==> src/rtl/vdc_host_port_if.sv <==
// vdc_host_port_if: CPU bus, register-commit and VRAM handshake bundle for
// the VDC host port. The slave modport is the host port; the master modport
// is whatever sits around it (CPU, register file, VRAM arbiter, IRQ sources).
interface vdc_host_port_if #(
    parameter int AR_W     = 5,
    parameter int IRQ_SRCS = 4
);
    // CPU side
    logic                CS_n;
    logic                RD_n;
    logic                WR_n;
    logic [1:0]          A;
    logic [7:0]          D_in;
    logic [7:0]          D_out;
    logic                BUSY_n;
    logic                IRQ_n;
    logic [IRQ_SRCS-1:0] irq_src;
    // register commit
    logic                reg_wr;
    logic [AR_W-1:0]     reg_addr;
    logic [15:0]         reg_data;
    // VRAM write FIFO head toward the arbiter
    logic                vram_wr_req;
    logic [15:0]         vram_wr_data;
    logic                vram_wr_ack;
    // VRAM read handshake
    logic                vram_rd_req;
    logic                vram_rd_ack;
    logic [15:0]         vram_rd_data;

    modport slave (
        input  CS_n, RD_n, WR_n, A, D_in, irq_src, vram_wr_ack, vram_rd_ack, vram_rd_data,
        output D_out, BUSY_n, IRQ_n, reg_wr, reg_addr, reg_data, vram_wr_req, vram_wr_data,
               vram_rd_req
    );

    modport master (
        output CS_n, RD_n, WR_n, A, D_in, irq_src, vram_wr_ack, vram_rd_ack, vram_rd_data,
        input  D_out, BUSY_n, IRQ_n, reg_wr, reg_addr, reg_data, vram_wr_req, vram_wr_data,
               vram_rd_req
    );
endinterface

==> src/rtl/vdc_host_port.sv <==
// vdc_host_port: CPU-side host port of the VDC.
// Decodes the 2-bit A selector, owns the address register and LSB latch,
// commits 16-bit register writes, buffers VRAM writes in a small FIFO,
// fetches VRAM reads through a req/ack handshake, and aggregates IRQs.
// Optional feature macro: VDC_HOST_AUTOINC_EN (address auto-increment after
// each data MSB write commit, except on the VRAM write streaming register).
module vdc_host_port #(
    parameter int NUM_REGS    = 32,
    parameter int WFIFO_DEPTH = 4,
    parameter int IRQ_SRCS    = 4,
    parameter int VWR_REG     = 2,
    parameter int VRR_REG     = 2,
    parameter int IRQ_EN_REG  = 5
) (
    input logic             clock,
    input logic             reset_n,
    vdc_host_port_if.slave  bus
);
    localparam int AR_W  = $clog2(NUM_REGS);
    localparam int PTR_W = $clog2(WFIFO_DEPTH);
    localparam int CNT_W = PTR_W + 1;

    typedef enum logic [1:0] {
        A_STATUS_REG = 2'd0,
        A_ADDR_REG   = 2'd1,
        A_DATA_LSB   = 2'd2,
        A_DATA_MSB   = 2'd3
    } a_sel_t;

    typedef enum logic [1:0] {
        RD_IDLE = 2'd0,
        RD_REQ  = 2'd1,
        RD_DONE = 2'd2
    } rd_state_e;

    // state
    logic                rd_seen_q, rd_seen_d;
    logic                wr_seen_q, wr_seen_d;
    logic [AR_W-1:0]     ar_q, ar_d;
    logic [7:0]          lsb_q, lsb_d;
    logic [15:0]         rdlat_q, rdlat_d;
    logic [IRQ_SRCS-1:0] pend_q, pend_d;
    logic [IRQ_SRCS-1:0] en_q, en_d;
    logic                ovf_q, ovf_d;
    logic [7:0]          dout_q, dout_d;
    logic                irq_n_q, irq_n_d;
    logic                reg_wr_q, reg_wr_d;
    logic [AR_W-1:0]     reg_addr_q, reg_addr_d;
    logic [15:0]         reg_data_q, reg_data_d;
    logic [15:0]         fifo_q [WFIFO_DEPTH];
    logic [15:0]         fifo_d [WFIFO_DEPTH];
    logic [PTR_W-1:0]    wptr_q, wptr_d;
    logic [PTR_W-1:0]    rptr_q, rptr_d;
    logic [CNT_W-1:0]    cnt_q, cnt_d;
    rd_state_e           state_q, state_d;

    // decode
    a_sel_t              a_sel;
    logic                rd_act, wr_act;
    logic                rd_fire, wr_fire;
    logic                fifo_full, fifo_empty, busy;
    logic                commit, push, push_ok, pop, stat_clr;
    logic [15:0]         commit_data;
    logic [5:0]          pend_ext;

    // Access decode: only one strobe low counts; act on the first clock seen.
    always_comb begin
        a_sel      = a_sel_t'(bus.A);
        rd_act     = ~bus.CS_n & ~bus.RD_n &  bus.WR_n;
        wr_act     = ~bus.CS_n & ~bus.WR_n &  bus.RD_n;
        rd_fire    = rd_act & ~rd_seen_q;
        wr_fire    = wr_act & ~wr_seen_q;
        fifo_full  = (cnt_q == CNT_W'(WFIFO_DEPTH));
        fifo_empty = (cnt_q == '0);
        busy       = fifo_full | (state_q != RD_IDLE);
    end

    // Register file port, FIFO, IRQ aggregation and CPU read data.
    always_comb begin
        rd_seen_d   = rd_act;
        wr_seen_d   = wr_act;
        ar_d        = ar_q;
        lsb_d       = lsb_q;
        en_d        = en_q;
        dout_d      = dout_q;
        reg_wr_d    = 1'b0;
        reg_addr_d  = reg_addr_q;
        reg_data_d  = reg_data_q;
        fifo_d      = fifo_q;
        wptr_d      = wptr_q;
        rptr_d      = rptr_q;
        cnt_d       = cnt_q;
        pend_ext    = '0;
        pend_ext[IRQ_SRCS-1:0] = pend_q;

        commit      = wr_fire & (a_sel == A_DATA_MSB);
        commit_data = {bus.D_in, lsb_q};
        push        = commit & (ar_q == AR_W'(VWR_REG));
        push_ok     = push & ~fifo_full;
        pop         = bus.vram_wr_ack & ~fifo_empty;
        stat_clr    = rd_fire & (a_sel == A_STATUS_REG);

        // CPU writes
        if (wr_fire && a_sel == A_ADDR_REG) ar_d = bus.D_in[AR_W-1:0];
        if (wr_fire && a_sel == A_DATA_LSB) lsb_d = bus.D_in;
        if (commit) begin
            reg_wr_d   = 1'b1;
            reg_addr_d = ar_q;
            reg_data_d = commit_data;
            if (ar_q == AR_W'(IRQ_EN_REG)) en_d = commit_data[IRQ_SRCS-1:0];
`ifdef VDC_HOST_AUTOINC_EN
            // streaming register keeps the address so the CPU can blast data
            if (ar_q != AR_W'(VWR_REG))
                ar_d = (ar_q == AR_W'(NUM_REGS-1)) ? '0 : ar_q + AR_W'(1);
`endif
        end

        // write FIFO: a push is only accepted if there was room before this cycle
        if (push_ok) begin
            fifo_d[wptr_q] = commit_data;
            wptr_d         = wptr_q + PTR_W'(1);
        end
        if (pop) rptr_d = rptr_q + PTR_W'(1);
        case ({push_ok, pop})
            2'b10:   cnt_d = cnt_q + CNT_W'(1);
            2'b01:   cnt_d = cnt_q - CNT_W'(1);
            default: cnt_d = cnt_q;
        endcase

        // sticky flags: a new event in the clear cycle survives the clear
        pend_d  = (stat_clr ? '0 : pend_q) | bus.irq_src;
        ovf_d   = (stat_clr ? 1'b0 : ovf_q) | (push & fifo_full);
        irq_n_d = ~|(pend_d & en_d);

        // CPU reads return pre-access state
        if (rd_fire) begin
            case (a_sel)
                A_STATUS_REG: dout_d = {busy, ovf_q, pend_ext};
                A_ADDR_REG:   dout_d = 8'h00;
                A_DATA_LSB:   dout_d = rdlat_q[7:0];
                A_DATA_MSB:   dout_d = rdlat_q[15:8];
                default:      dout_d = 8'h00;
            endcase
        end
    end

    // VRAM read fetch: MSB read on the read register launches one request.
    always_comb begin
        state_d = state_q;
        rdlat_d = rdlat_q;
        case (state_q)
            RD_IDLE: begin
                if (rd_fire && a_sel == A_DATA_MSB && ar_q == AR_W'(VRR_REG))
                    state_d = RD_REQ;
            end
            RD_REQ: begin
                if (bus.vram_rd_ack) begin
                    rdlat_d = bus.vram_rd_data;
                    state_d = RD_DONE;
                end
            end
            RD_DONE: state_d = RD_IDLE;
            default: state_d = RD_IDLE;
        endcase
    end

    // State register for everything above.
    always_ff @(posedge clock or negedge reset_n) begin
        if (!reset_n) begin
            rd_seen_q  <= 1'b0;
            wr_seen_q  <= 1'b0;
            ar_q       <= '0;
            lsb_q      <= '0;
            rdlat_q    <= '0;
            pend_q     <= '0;
            en_q       <= '0;
            ovf_q      <= 1'b0;
            dout_q     <= '0;
            irq_n_q    <= 1'b1;
            reg_wr_q   <= 1'b0;
            reg_addr_q <= '0;
            reg_data_q <= '0;
            for (int i = 0; i < WFIFO_DEPTH; i++) fifo_q[i] <= '0;
            wptr_q     <= '0;
            rptr_q     <= '0;
            cnt_q      <= '0;
            state_q    <= RD_IDLE;
        end else begin
            rd_seen_q  <= rd_seen_d;
            wr_seen_q  <= wr_seen_d;
            ar_q       <= ar_d;
            lsb_q      <= lsb_d;
            rdlat_q    <= rdlat_d;
            pend_q     <= pend_d;
            en_q       <= en_d;
            ovf_q      <= ovf_d;
            dout_q     <= dout_d;
            irq_n_q    <= irq_n_d;
            reg_wr_q   <= reg_wr_d;
            reg_addr_q <= reg_addr_d;
            reg_data_q <= reg_data_d;
            fifo_q     <= fifo_d;
            wptr_q     <= wptr_d;
            rptr_q     <= rptr_d;
            cnt_q      <= cnt_d;
            state_q    <= state_d;
        end
    end

    assign bus.D_out        = dout_q;
    assign bus.BUSY_n       = ~busy;
    assign bus.IRQ_n        = irq_n_q;
    assign bus.reg_wr       = reg_wr_q;
    assign bus.reg_addr     = reg_addr_q;
    assign bus.reg_data     = reg_data_q;
    assign bus.vram_wr_req  = ~fifo_empty;
    assign bus.vram_wr_data = fifo_q[rptr_q];
    assign bus.vram_rd_req  = (state_q == RD_REQ);
endmodule
==> src/flat_wrapper.sv <==
// flat-port wrapper written by rule: the top's interface ports become plain ports
module vdc_host_port_flat 
#(
    parameter int NUM_REGS    = 32,
    parameter int WFIFO_DEPTH = 4,
    parameter int IRQ_SRCS    = 4,
    parameter int VWR_REG     = 2,
    parameter int VRR_REG     = 2,
    parameter int IRQ_EN_REG  = 5
)
  (clock, reset_n, bus_CS_n, bus_RD_n, bus_WR_n, bus_A, bus_D_in, bus_irq_src, bus_vram_wr_ack, bus_vram_rd_ack, bus_vram_rd_data, bus_D_out, bus_BUSY_n, bus_IRQ_n, bus_reg_wr, bus_reg_addr, bus_reg_data, bus_vram_wr_req, bus_vram_wr_data, bus_vram_rd_req);
  vdc_host_port_if #(.IRQ_SRCS(IRQ_SRCS)) bus_i ();
  input logic clock;
  input logic reset_n;
  input wire logic [$bits(bus_i.CS_n)-1:0] bus_CS_n;
  input wire logic [$bits(bus_i.RD_n)-1:0] bus_RD_n;
  input wire logic [$bits(bus_i.WR_n)-1:0] bus_WR_n;
  input wire logic [$bits(bus_i.A)-1:0] bus_A;
  input wire logic [$bits(bus_i.D_in)-1:0] bus_D_in;
  input wire logic [$bits(bus_i.irq_src)-1:0] bus_irq_src;
  input wire logic [$bits(bus_i.vram_wr_ack)-1:0] bus_vram_wr_ack;
  input wire logic [$bits(bus_i.vram_rd_ack)-1:0] bus_vram_rd_ack;
  input wire logic [$bits(bus_i.vram_rd_data)-1:0] bus_vram_rd_data;
  output wire logic [$bits(bus_i.D_out)-1:0] bus_D_out;
  output wire logic [$bits(bus_i.BUSY_n)-1:0] bus_BUSY_n;
  output wire logic [$bits(bus_i.IRQ_n)-1:0] bus_IRQ_n;
  output wire logic [$bits(bus_i.reg_wr)-1:0] bus_reg_wr;
  output wire logic [$bits(bus_i.reg_addr)-1:0] bus_reg_addr;
  output wire logic [$bits(bus_i.reg_data)-1:0] bus_reg_data;
  output wire logic [$bits(bus_i.vram_wr_req)-1:0] bus_vram_wr_req;
  output wire logic [$bits(bus_i.vram_wr_data)-1:0] bus_vram_wr_data;
  output wire logic [$bits(bus_i.vram_rd_req)-1:0] bus_vram_rd_req;
  assign bus_i.CS_n = bus_CS_n;
  assign bus_i.RD_n = bus_RD_n;
  assign bus_i.WR_n = bus_WR_n;
  assign bus_i.A = bus_A;
  assign bus_i.D_in = bus_D_in;
  assign bus_i.irq_src = bus_irq_src;
  assign bus_i.vram_wr_ack = bus_vram_wr_ack;
  assign bus_i.vram_rd_ack = bus_vram_rd_ack;
  assign bus_i.vram_rd_data = bus_vram_rd_data;
  assign bus_D_out = bus_i.D_out;
  assign bus_BUSY_n = bus_i.BUSY_n;
  assign bus_IRQ_n = bus_i.IRQ_n;
  assign bus_reg_wr = bus_i.reg_wr;
  assign bus_reg_addr = bus_i.reg_addr;
  assign bus_reg_data = bus_i.reg_data;
  assign bus_vram_wr_req = bus_i.vram_wr_req;
  assign bus_vram_wr_data = bus_i.vram_wr_data;
  assign bus_vram_rd_req = bus_i.vram_rd_req;
  vdc_host_port #(.NUM_REGS(NUM_REGS), .WFIFO_DEPTH(WFIFO_DEPTH), .IRQ_SRCS(IRQ_SRCS), .VWR_REG(VWR_REG), .VRR_REG(VRR_REG), .IRQ_EN_REG(IRQ_EN_REG)) u_core (.clock(clock), .reset_n(reset_n), .bus(bus_i));
endmodule
==> config.mk <==
export PLATFORM = sky130hd
export DESIGN_NAME = vdc_host_port_flat
export DESIGN_NICKNAME = d
export VERILOG_FILES = /design/src/rtl/vdc_host_port_if.sv /design/src/rtl/vdc_host_port.sv /design/src/flat_wrapper.sv
export SDC_FILE = /design/constraint.sdc
export NUM_CORES = 1
export LEC_CHECK = 0
export ABC_CLOCK_PERIOD_IN_PS = 2500
export CORE_MARGIN = 2
export CORE_UTILIZATION = 54
export CTS_BUF_LIST = sky130_fd_sc_hd__clkbuf_4 sky130_fd_sc_hd__clkbuf_8 sky130_fd_sc_hd__clkbuf_16
export DETAILED_ROUTE_END_ITERATION = 12
export GPL_TIMING_DRIVEN = 0
export HOLD_SLACK_MARGIN = 0.12
export PLACE_DENSITY = 0.8
export SETUP_SLACK_MARGIN = 0.3
export SLEW_MARGIN = 20
export SYNTH_ARGS = -nofsm -noshare
export SYNTH_HDL_FRONTEND = slang
export SYNTH_SLANG_ARGS = --single-unit
==> constraint.sdc <==
create_clock -name clock -period 2.5 [get_ports clock]
set_clock_uncertainty 0.1 [all_clocks]
set_input_delay 0.625 -clock clock [delete_from_list [all_inputs] [get_ports clock]]
set_output_delay 0.625 -clock clock [all_outputs]
set_load 0.03 [all_outputs]
# --- Yosys cells after proc, flatten, opt, wreduce, memory -nomap -nowiden ---
# Index checks and enable logic that the tools add are counted.
op_classes:
  add_sub_neg: 4
  n_eq_ne: 11
  mux: 16
  n_bitwise: 26
  reduce_logical: 14
  order_cmp: 3
ops:
  columns: ["cell", "n"]
  rows:
  - ["64-bit bitwise mux", 1]
  - ["16-bit 2-to-1 mux", 3]
  - ["16-bit binary-select mux with 2-bit select", 1]
  - ["16-bit demux with 2-bit select", 1]
  - ["8-bit one-hot mux with 4 select lines", 1]
  - ["1-bit AND", 12]
  - ["4-bit 2-to-1 mux", 3]
  - ["1-bit inverter", 8]
  - ["2-bit by 1-bit equality test with 1-bit output (second input constant)", 3]
  - ["2-bit equality test (second input constant)", 3]
  - ["3-bit greater-or-equal comparator (second input constant)", 2]
  - ["2-bit inverter with 3-bit output", 2]
  - ["3-bit one-hot mux with 2 select lines", 1]
  - ["5-bit by 2-bit equality test with 1-bit output (second input constant)", 1]
  - ["5-bit by 3-bit equality test with 1-bit output (second input constant)", 1]
  - ["1-bit logical AND", 5]
  - ["2-bit by 1-bit adder with 2-bit output (second input constant)", 2]
  - ["4-bit AND", 1]
  - ["2-bit zero test", 2]
  - ["2-bit 2-to-1 mux", 2]
  - ["4-bit bitwise OR", 1]
  - ["2-bit one-hot mux with 2 select lines", 1]
  - ["2-bit AND reduction", 2]
  - ["2-bit nonzero test", 2]
  - ["11 further kinds", 13]
totals:
  input_bits: 37
  regBits: 144

# --- Depth between registers and ports, before layout ---
# Gate-level depths: netlist of the first run.
logic_depth:
  ltp_word: 10
  mapped_depth: 10
  mapped_depth_nobuf: 10

# --- Worst setup path after synthesis of the first run ---
# No wires, ideal clock.
synth_timing:
  path_type: "input port to flip-flop"
  from: "input bus_CS_n"
  to: "register u_core.cnt_q[2]"
  slack_ps: -73
  stages: 10
  setup_time_ps: 125
  path_buffers: 0
  t_arrival_ps: 2348
  t_required_ps: 2275
  cell_sequence: "nor4b_4 nand3_2 nor3_4 inv_1 ha_1 inv_1 fa_1 xor2_1 nor2_1 xor2_1"
synth_between:
  elab_chain_len: 9
  elab_cells_between_ends: 11
synth_rtl:
  columns: ["element", "line_no", "rtl"]
  rows:
  - ["start, declared", "flat_wrapper.sv:15", "input wire logic [$bits(bus_i.CS_n)-1:0] bus_CS_n;"]
  - ["1-bit inverter *", "vdc_host_port.sv:70", "wr_act = ~bus.CS_n & ~bus.WR_n & bus.RD_n;"]
  - ["1-bit AND * (2 in a row)", "vdc_host_port.sv:70", null]
  - ["1-bit AND *", "vdc_host_port.sv:72", "wr_fire = wr_act & ~wr_seen_q;"]
  - ["1-bit AND *", "vdc_host_port.sv:96", "commit = wr_fire & (a_sel == A_DATA_MSB);"]
  - ["1-bit AND *", "vdc_host_port.sv:98", "push = commit & (ar_q == AR_W'(VWR_REG));"]
  - ["1-bit AND *", "vdc_host_port.sv:99", "push_ok = push & ~fifo_full;"]
  - ["2-bit by 1-bit equality test with 1-bit output or 2-bit equality test (tied branches)", "vdc_host_port.sv:124", "case ({push_ok, pop})"]
  - ["3-bit one-hot mux with 2 select lines or 2-bit nonzero test (tied branches)", null, null]
  - ["end signal, assigned", "vdc_host_port.sv:205", "cnt_q <= cnt_d;"]
  - ["end, declared", "vdc_host_port.sv:54", "logic [CNT_W-1:0] cnt_q, cnt_d;"]
# Mark *: on every way between the ends. The rest lies on a longest branch, timed or not.
# A chain may end at the register's enable or synchronous reset.

# --- Worst setup path after layout of the first run ---
layout_timing:
  from: "register u_core.rptr_q[0]"
  to: "output bus_vram_wr_data[8]"
layout_between:
  elab_chain_len: 4
layout_rtl:
  columns: ["element", "line_no", "rtl"]
  rows:
  - ["start, declared", "vdc_host_port.sv:53", "logic [PTR_W-1:0] rptr_q, rptr_d;"]
  - ["start signal, assigned", "vdc_host_port.sv:204", "rptr_q <= rptr_d;"]
  - ["2-bit inverter with 3-bit output (implied by the code)", "vdc_host_port.sv:217", "assign bus.vram_wr_data = fifo_q[rptr_q];"]
  - ["16-bit binary-select mux with 2-bit select", "vdc_host_port.sv:217", null]
  - ["16-bit 2-to-1 mux (implied by the code) (2 in a row)", "vdc_host_port.sv:217", null]
  - ["end, declared", "flat_wrapper.sv:31", "output wire logic [$bits(bus_i.vram_wr_data)-1:0] bus_vram_wr_data;"]
# Every way passes these cells. The select of a mux whose other input is x is not followed.

==> results of run 1 <==
## layout make-up
class,count,area [sq um],share of cell area
Buffer,15,130,0.0161
Clock buffer,21,450,0.0558
Clock inverter,11,186,0.0231
Inverter,13,48.8,0.00604
Multi-Input combinational cell,249,2410,0.298
Sequential cell,144,3600,0.446
Tap cell,140,175,0.0217
Timing Repair Buffer,107,1070,0.132
## final timing paths
check	start	end	slack, ns	cells past startpoint
hold / removal	u_core.rdlat_q[4]	u_core.rdlat_q[4]	0.38	2
max in group asynchronous	reset_n	u_core.fifo_q[59]	1.02	3
setup reg to reg	u_core.wr_seen_q	u_core.cnt_q[2]	0.37	11
setup / recovery	u_core.rptr_q[0]	bus_vram_wr_data[8]	-0.12	4
hold reg to reg	u_core.rdlat_q[4]	u_core.rdlat_q[4]	0.38	2
min in group asynchronous	reset_n	u_core.fifo_q[49]	0.53	2
## routing by layer
layer / vias up / share of wire
li1: 1745 / -
met1: 2042 / 0.44
met2: 112 / 0.51
met3: 16 / 0.043
met4: 0 / 0.013
met5: - / 0
## worst max-delay path, stage by stage, from the launching register on
cell	delay, ns
sky130_fd_sc_hd__dfrtp_1	0.39
sky130_fd_sc_hd__buf_8	0.16
sky130_fd_sc_hd__buf_12	0.13
sky130_fd_sc_hd__mux4_2	0.53
sky130_fd_sc_hd__buf_6	0.16
## metrics by stage
stage / setup TNS, ns / instances
final: -1.13 / 700
after floorplan: 0 / 421
after CTS: -1.35 / 693
after detailed placement: -60.18 / 648
after global placement: -737.00 / 647
after global routing: -2.10 / 700
## placed cells by master (no fill, tap or decap), drive strengths merged, types with 2 or more instances in the layout
master,netlist,final
nand3b,2,2
clkinv,1,6
bufinv,0,5
mux2,110,110
buf,10,49
ha,5,5
a21oi,6,6
nor2,11,11
dfrtp,143,143
o21ai,3,3
a22o,2,2
a21o,4,4
xor2,3,3
nand2,57,57
nor4b,2,2
nor3,2,2
clkbuf,5,27
nand3,5,5
xnor2,3,3
nor3b,2,2
mux4,16,16
clkdlybuf4s50,0,32
inv,12,12
a22oi,5,5
dlygate4sd2,0,34
## sequential cells by signal, indices dropped and copies added (netlist names)
name / count
u_core.state_q: 2
u_core.wptr_q: 2
u_core.lsb_q: 8
u_core.pend_q: 4
u_core.rdlat_q: 16
u_core.rptr_q: 2
u_core.ovf_q: 1
u_core.bus.reg_wr: 1
u_core.rd_seen_q: 1
u_core.cnt_q: 3
u_core.en_q: 4
u_core.wr_seen_q: 1
u_core.bus.IRQ_n: 1
u_core.bus.reg_addr: 5
u_core.ar_q: 5
u_core.fifo_q: 64
u_core.bus.D_out: 8
u_core.bus.reg_data: 16
## power by group through the flow
stage	registers (uW)	logic, uW	clock network [uW]
2_1_floorplan	2990	673	0
3_3_place_gp	2820	1380	0
3_5_place_dp	2830	1430	0
4_1_cts	2800	1650	2740
5_1_grt	2850	1830	2850
6_report	2810	1720	2720
## cell families after synthesis
group	synth area share
AND/OR/NAND/NOR	0.0719
adder cells (fa/ha/maj)	0.0137
buffers and inverters	0.0184
multiplexers	0.266
AO/OA/AOI/OAI	0.0244
XOR/XNOR	0.00870
flip-flops	0.597
## repair_timing
action / 4_1_cts / 5_1_grt
gates resized for setup: 188 / 12
endpoints found under the hold margin: 69 / 0
setup endpoints to repair: 143 / 69
hold buffers: 1 / 0
buffers inserted: 10 / 7
pin swaps: 2 / 4
cloned: 2 / 0
==> run summary, run 1 <==
The synthesized design contains 144 register bits. For the floorplan die area, the log shows 12100 sq um. Hold is met by 0.376 ns. At the later pin of the worst-skew pair, clock insertion delay measures 0.52 ns. The run gives 0.328 as the met1 track demand over resource. The period utilization came out at 1.05. The run gives 0 as the final number of max-transition violations. After routing the design area is 8070 sq um. The highest clock rate is 0.382 GHz, and the number of levels the H-tree was split into is 4. The number of standard cells after synthesis came out at 421. In the routed design, unresolved DRC markers number 0. The worst setup path is captured at an output port.

STA puts the critical path data required time at 1.77 ns. The number of global-route vias before repair was 4162. From left edge to right edge, the die measures 110 um. The mean cell area of the mapped netlist is 14.4 sq um.

Startpoint-to-endpoint class of the critical path: reg -> out. Dividing the detail-routed wire length by the instance count gives 19.5 um. The worst path needs 2.62 ns of the cycle, external delays included. In this run the deepest clock path goes through 2 buffers. The area share of the leading cell type in the synthesized netlist came out at 0.592. After clock tree synthesis, the clock-pin slew on the worst setup and hold paths is 0.06 ns.

The power consumption was 7250 uW; the starting utilization of the core area was 0.555. The total routed wirelength was 13.7 mm; the area overhead of the layout relative to synthesis was 33.6%. sky130_fd_sc_hd__dfrtp_1 takes more of the synthesized area than any other cell. The first global-routing pass estimated 21.8 mm of wire. In this run the worst hold path is classified as reg -> reg. Setup repair after global routing could not meet its margin everywhere. The core occupancy in the finished layout came out at 0.742.

For the total count of hold-check failures in the final report, the log shows 0. Async set-or-reset flop fraction in the synthesized netlist: 1.00. Net load switching power: 2020 uW.

Startpoint type of the worst setup path: a flop. The total I/O pin count was 87. Ranked by total cell area, the synthesized netlist is headed by sky130_fd_sc_hd__dfrtp_1 (59%), sky130_fd_sc_hd__mux2_2 (21%), sky130_fd_sc_hd__mux4_2 (6.0%), sky130_fd_sc_hd__nand2_1 (3.3%), sky130_fd_sc_hd__ha_1 (1.0%). After filler insertion, the fill cell instance count of the layout stands at 658. For the first-iteration detailed-routing DRC count, the log shows 211.

For the post-placement worst setup slack, the log shows -0.851 ns. In this run the power density over the cells is 898 nW/um^2. The logs give 0.387 for the sequential share of power and -0.116 ns for the final worst slack.

The run gives 0.597 as the register area share after synthesis. The final reports fail on setup timing. The power share of the combinational group was 0.237; the peak supply drop was 0.513 mV. The height of the chip came out at 110 um. Before antenna repair, the detailed router went through 7 iterations. In this run the remaining antenna-violating nets after routing total 0. The layer flagged by global routing as most heavily used is met2. Number of antenna repair diodes: 0.

TritonCTS built the clock tree. The Yosys step of the flow raised 0 warnings. The run gives 0.804 as the final weighted congestion in routability-driven placement. The overall overflow remaining after global route was 0; the internal power was 5220 uW. The number of antenna violations at the first check in global routing is 0. The flow ran to the end, but the final reports show violations. The static power due to leakage was 0.00404 uW; the cell area reported after detailed placement was 7150 sq um. The worst max-slew margin expressed relative to the limit came out at 0.559.

For this run, the post-layout net count is 590. The tools report the via count as 3915. Max-cap violations in this run came to 0. The synthesized cell area came out at 6040 sq um. Clock tree synthesis selected as its root buffer the cell sky130_fd_sc_hd__clkbuf_8. The sink count of the clock tree is 144, and the overall routing resource usage is 0.247.

The logs give 0.404 for the global routing usage on met2 and 1.89 ns for the critical path arrival. The core region area was 10900 sq um; the number of core rows was 38. The actual slew at the worst max-slew pin was 0.662 ns.

By instance count, the leading cell after synthesis is sky130_fd_sc_hd__dfrtp_1. For the pin count of the biggest net entering global routing, the log shows 75. The number of flops mapped to enable cells by yosys was 0.

Buffers inserted during clock tree synthesis total 17. The count of unique library cells instantiated by Yosys was 39; the switching share of total power was 0.279. The fraction of layout instances using a drive strength above 1 works out to 0.407. The dominant synthesized flop cell was sky130_fd_sc_hd__dfrtp_1. The run gives 16 as the number of failing setup endpoints in the final timing report.

Detailed placement finished with a half-perimeter wire length of 8.36 mm. Input and output buffers added on the ports amount to 86. After synthesis, the most frequently instantiated cells are sky130_fd_sc_hd__dfrtp_1 (143), sky130_fd_sc_hd__mux2_2 (110), sky130_fd_sc_hd__nand2_1 (53). The clock share of power is 0.375, and the net count after synthesis is 464. Along the worst path, the maximum fanout reaches 6. The met3 usage in global routing is 0.0522, and the via count normalized by instance count is 5.59.
(Power assumes the default switching activity.)
==> run 2: changes to the inputs <==
CORE_MARGIN = not set   (was 2)
GPL_ROUTABILITY_DRIVEN = 0   (was not set)
==> run 2 against run 1 <==
  * The run still ends with setup timing left
  * Critical endpoint unchanged
  * Final cell count grew 0.29%
  * Fmax shrank 0.98%
  * Count of clock-buffer cells in the layout shrank 1
  * Critical path depth unchanged
  * Non-clock buffer count up 2
  * Clock power is 4% higher
  * Largest power group is now clock
  * Die area decreased by 3.6%
  * Sequential cell count is the same
  * Register-to-register slack lost 0.14 ns
==> run summary, run 2 (same netlist as run 1, synthesis figures left out) <==
Of all nets on the critical path, the largest fanout is 5. The end of the worst register-to-register path is u_core.fifo_q[38]. The number of cells on the worst reg-to-reg path is 8. For this run, the detailed router's first-pass iteration total came to 5. The final net count is 592, and the clock latency at the later pin of the worst-skew pair is 0.53 ns.

The logs give -0.142 ns for the final worst slack and 0 for the final number of max-transition violations. The switching share of total power is 0.276, and the static power due to leakage is 0.00416 uW. Sink count of the clock tree: 144. For this design the total switching power over the nets is 2040 uW. For the number of global-route vias before repair, the log shows 4168.

Entering global routing, the biggest net connects 77 pins. No sink is reached through more buffers than the 2 on the longest clock path. The startpoint of the tightest hold check path is u_core.rdlat_q[4]. The logs give 0.555 for the starting utilization of the core area and 0.252 for the overall routing resource usage. For the worst max-slew margin expressed relative to the limit, the log shows 0.538.

The chip width was 108 um. The period utilization is 1.06. The startpoint-to-endpoint class of the critical path is reg -> out. The cell sitting at the root of the clock tree is a sky130_fd_sc_hd__clkbuf_8. The worst hold path belongs to the class reg -> reg. The core occupancy in the finished layout is 0.763, and the fraction of layout instances using a drive strength above 1 is 0.413. TritonCTS built the clock tree. The clock share of power was 0.383.

For the finished layout, the period the worst path requires is 2.64 ns. Across all layers, the routed design uses 3968 vias. The number of antenna diodes in the final layout is 0. Startpoint type of the worst setup path: a flop.

After detailed routing, the average wire length per cell comes to 20.4 um. Leaving out fill and tap cells, the most frequent cell in the layout is sky130_fd_sc_hd__dfrtp_1. Max-cap violations in this run came to 0. For flop-to-flop paths, the worst setup slack is 0.23 ns. For the total I/O pin count, the log shows 87.

Setup repair after global routing could not meet its margin everywhere. In this run the standard cell core region covers 10900 sq um. The number of flip-flops in the largest register is 64, and the height of the chip is 108 um. From synthesis to final layout, the design area changed by 37.5%.

u_core.fifo_q holds more flip-flops than any other register. After detailed routing, the number of vias per cell comes to 5.65. For the number of antenna violations at the first check in global routing, the log shows 0.

Fill cells in the final layout number 620. The number of buffer cells added on primary ports is 86, and the sequential share of power is 0.381. The actual slew at the worst max-slew pin is 0.693 ns, and the internal power is 5360 uW. The power share of the combinational group was 0.236. The HPWL after detailed placement is 8.25 mm. For the first-pass GRT wire length, the log shows 21.5 mm. Total count of hold-check failures in the final report: 0. Summed over all failing endpoints, the final setup total negative slack is -1.23 ns. The total overflow left after global routing is 0. The total routed wirelength is 14.3 mm, and the clock edge transition at the registers on the reported setup and hold paths is 0.06 ns.

The tools report the end point of the most critical hold path as u_core.rdlat_q[4]. The number of instances on the worst hold path was 2. Counting the buffers created by CTS gives 17.

Timing would allow up to 0.378 GHz. The checks that failed: setup timing. Setup violations remaining at the end of the flow were counted as 16. The die covers 11600 sq um. The library cells used most frequently in the layout, excluding fill and tap cells, are sky130_fd_sc_hd__dfrtp_1 (142), sky130_fd_sc_hd__mux2_2 (81), sky130_fd_sc_hd__nand2_1 (53). At the worst endpoint, the required time is 1.77 ns.

Across the VDD grid, the largest voltage drop is 0.449 mV. The run finished, with violations left. Row generation in the floorplan step produced 38 rows. After the first detailed-routing iteration, the DRC count stood at 194. For the worst setup path, the data arrival time is 1.92 ns. The worst setup path is captured at an output port.

Power spread over the standard cell area amounts to 892 nW/um^2. The origin of the critical flop-to-flop path was u_core.ar_q[3]. Once detail routing completed, the nets flagged for antenna violations numbered 0.

In the routed design, unresolved DRC markers number 0. The number of levels the H-tree was split into is 4.
run 2: cell types whose count changed in the layout (fill, tap and decap cells not counted), sizes merged:
cell,delta
dlymetal6s2s,+1
clkbuf,-1
bufinv,+1
clkdlybuf4s15,+2
dlygate4sd2,-2
clkdlybuf4s50,-1
buf,+2
clkinv,+1
clkinvlp,-1
run 2: worst max-delay path by stage:
stage / cells past startpoint / to / slack [ns] / start
after CTS: 4 / bus_vram_wr_data[8] / -0.14 / u_core.rptr_q[0]
after global routing: 4 / bus_vram_wr_data[8] / -0.18 / u_core.rptr_q[0]
after floorplan: 10 / u_core.cnt_q[2] / 0.02 / bus_WR_n
after detailed placement: 11 / u_core.cnt_q[2] / -0.86 / bus_CS_n
after global placement: 1 / u_core.bus.reg_data[12] / -4.75 / reset_n
final: 4 / bus_vram_wr_data[8] / -0.14 / u_core.rptr_q[0]
run 2: final cells by class:
type	count	area (sq um)	share of cell area
Multi-Input combinational cell	249	2540	0.306
Clock inverter	12	210	0.0253
Tap cell	140	175	0.0211
Inverter	13	48.8	0.00588
Sequential cell	144	3610	0.434
Clock buffer	20	455	0.0548
Buffer	15	160	0.0193
Timing Repair Buffer	109	1100	0.133
run 2: worst max-delay path: stages (launching register included):
cell and delay, ns:
sky130_fd_sc_hd__dfrtp_2 0.40, sky130_fd_sc_hd__buf_8 0.14, sky130_fd_sc_hd__buf_12 0.13, sky130_fd_sc_hd__mux4_2 0.55
sky130_fd_sc_hd__buf_6 0.17
run 2: what timing repair did:
| item | CTS | global route |
|---|---|---|
| setup buffers | 12 | 7 |
| gates resized for setup | 190 | 55 |
| setup endpoints to repair | 137 | 71 |
| hold endpoints to repair | 67 | 0 |
| pin swaps | 5 | 7 |
| gates cloned | 2 | 0 |
| hold buffers | 1 | 0 |
run 2: stage by stage:
| stage | hold WS, ns | cells | worst slack, ns | instance area [sq um] | power, uW |
|---|---|---|---|---|---|
| final | 0.381 | 702 | -0.142 | 8310 | 7400 |
| after global routing | 0.380 | 702 | -0.177 | 8310 | 7670 |
| after CTS | 0.379 | 695 | -0.139 | 8030 | 7320 |
| after detailed placement | 0.354 | 648 | -0.862 | 7150 | 4260 |
| after global placement | 0.336 | 647 | -4.75 | 7120 | 4200 |
| after floorplan | 0.229 | 421 | 0.0207 | 6080 | 3670 |
run 2: metal layers:
| layer | vias up | GRT usage | share of wire |
|---|---|---|---|
| li1 | 1748 | - | - |
| met1 | 2074 | 0.326 | 0.43 |
| met2 | 123 | 0.419 | 0.52 |
| met3 | 23 | 0.0666 | 0.041 |
| met4 | 0 | 0.0744 | 0.015 |
| met5 | - | 0 | 0 |
run 2: power by group through the flow:
| stage | Combinational [uW] | Sequential, uW | Clock, uW |
|---|---|---|---|
| 6_report | 1750 | 2820 | 2830 |
| 5_1_grt | 1870 | 2850 | 2950 |
| 4_1_cts | 1670 | 2800 | 2850 |
| 3_5_place_dp | 1430 | 2830 | 0 |
| 3_3_place_gp | 1380 | 2820 | 0 |
| 2_1_floorplan | 673 | 2990 | 0 |
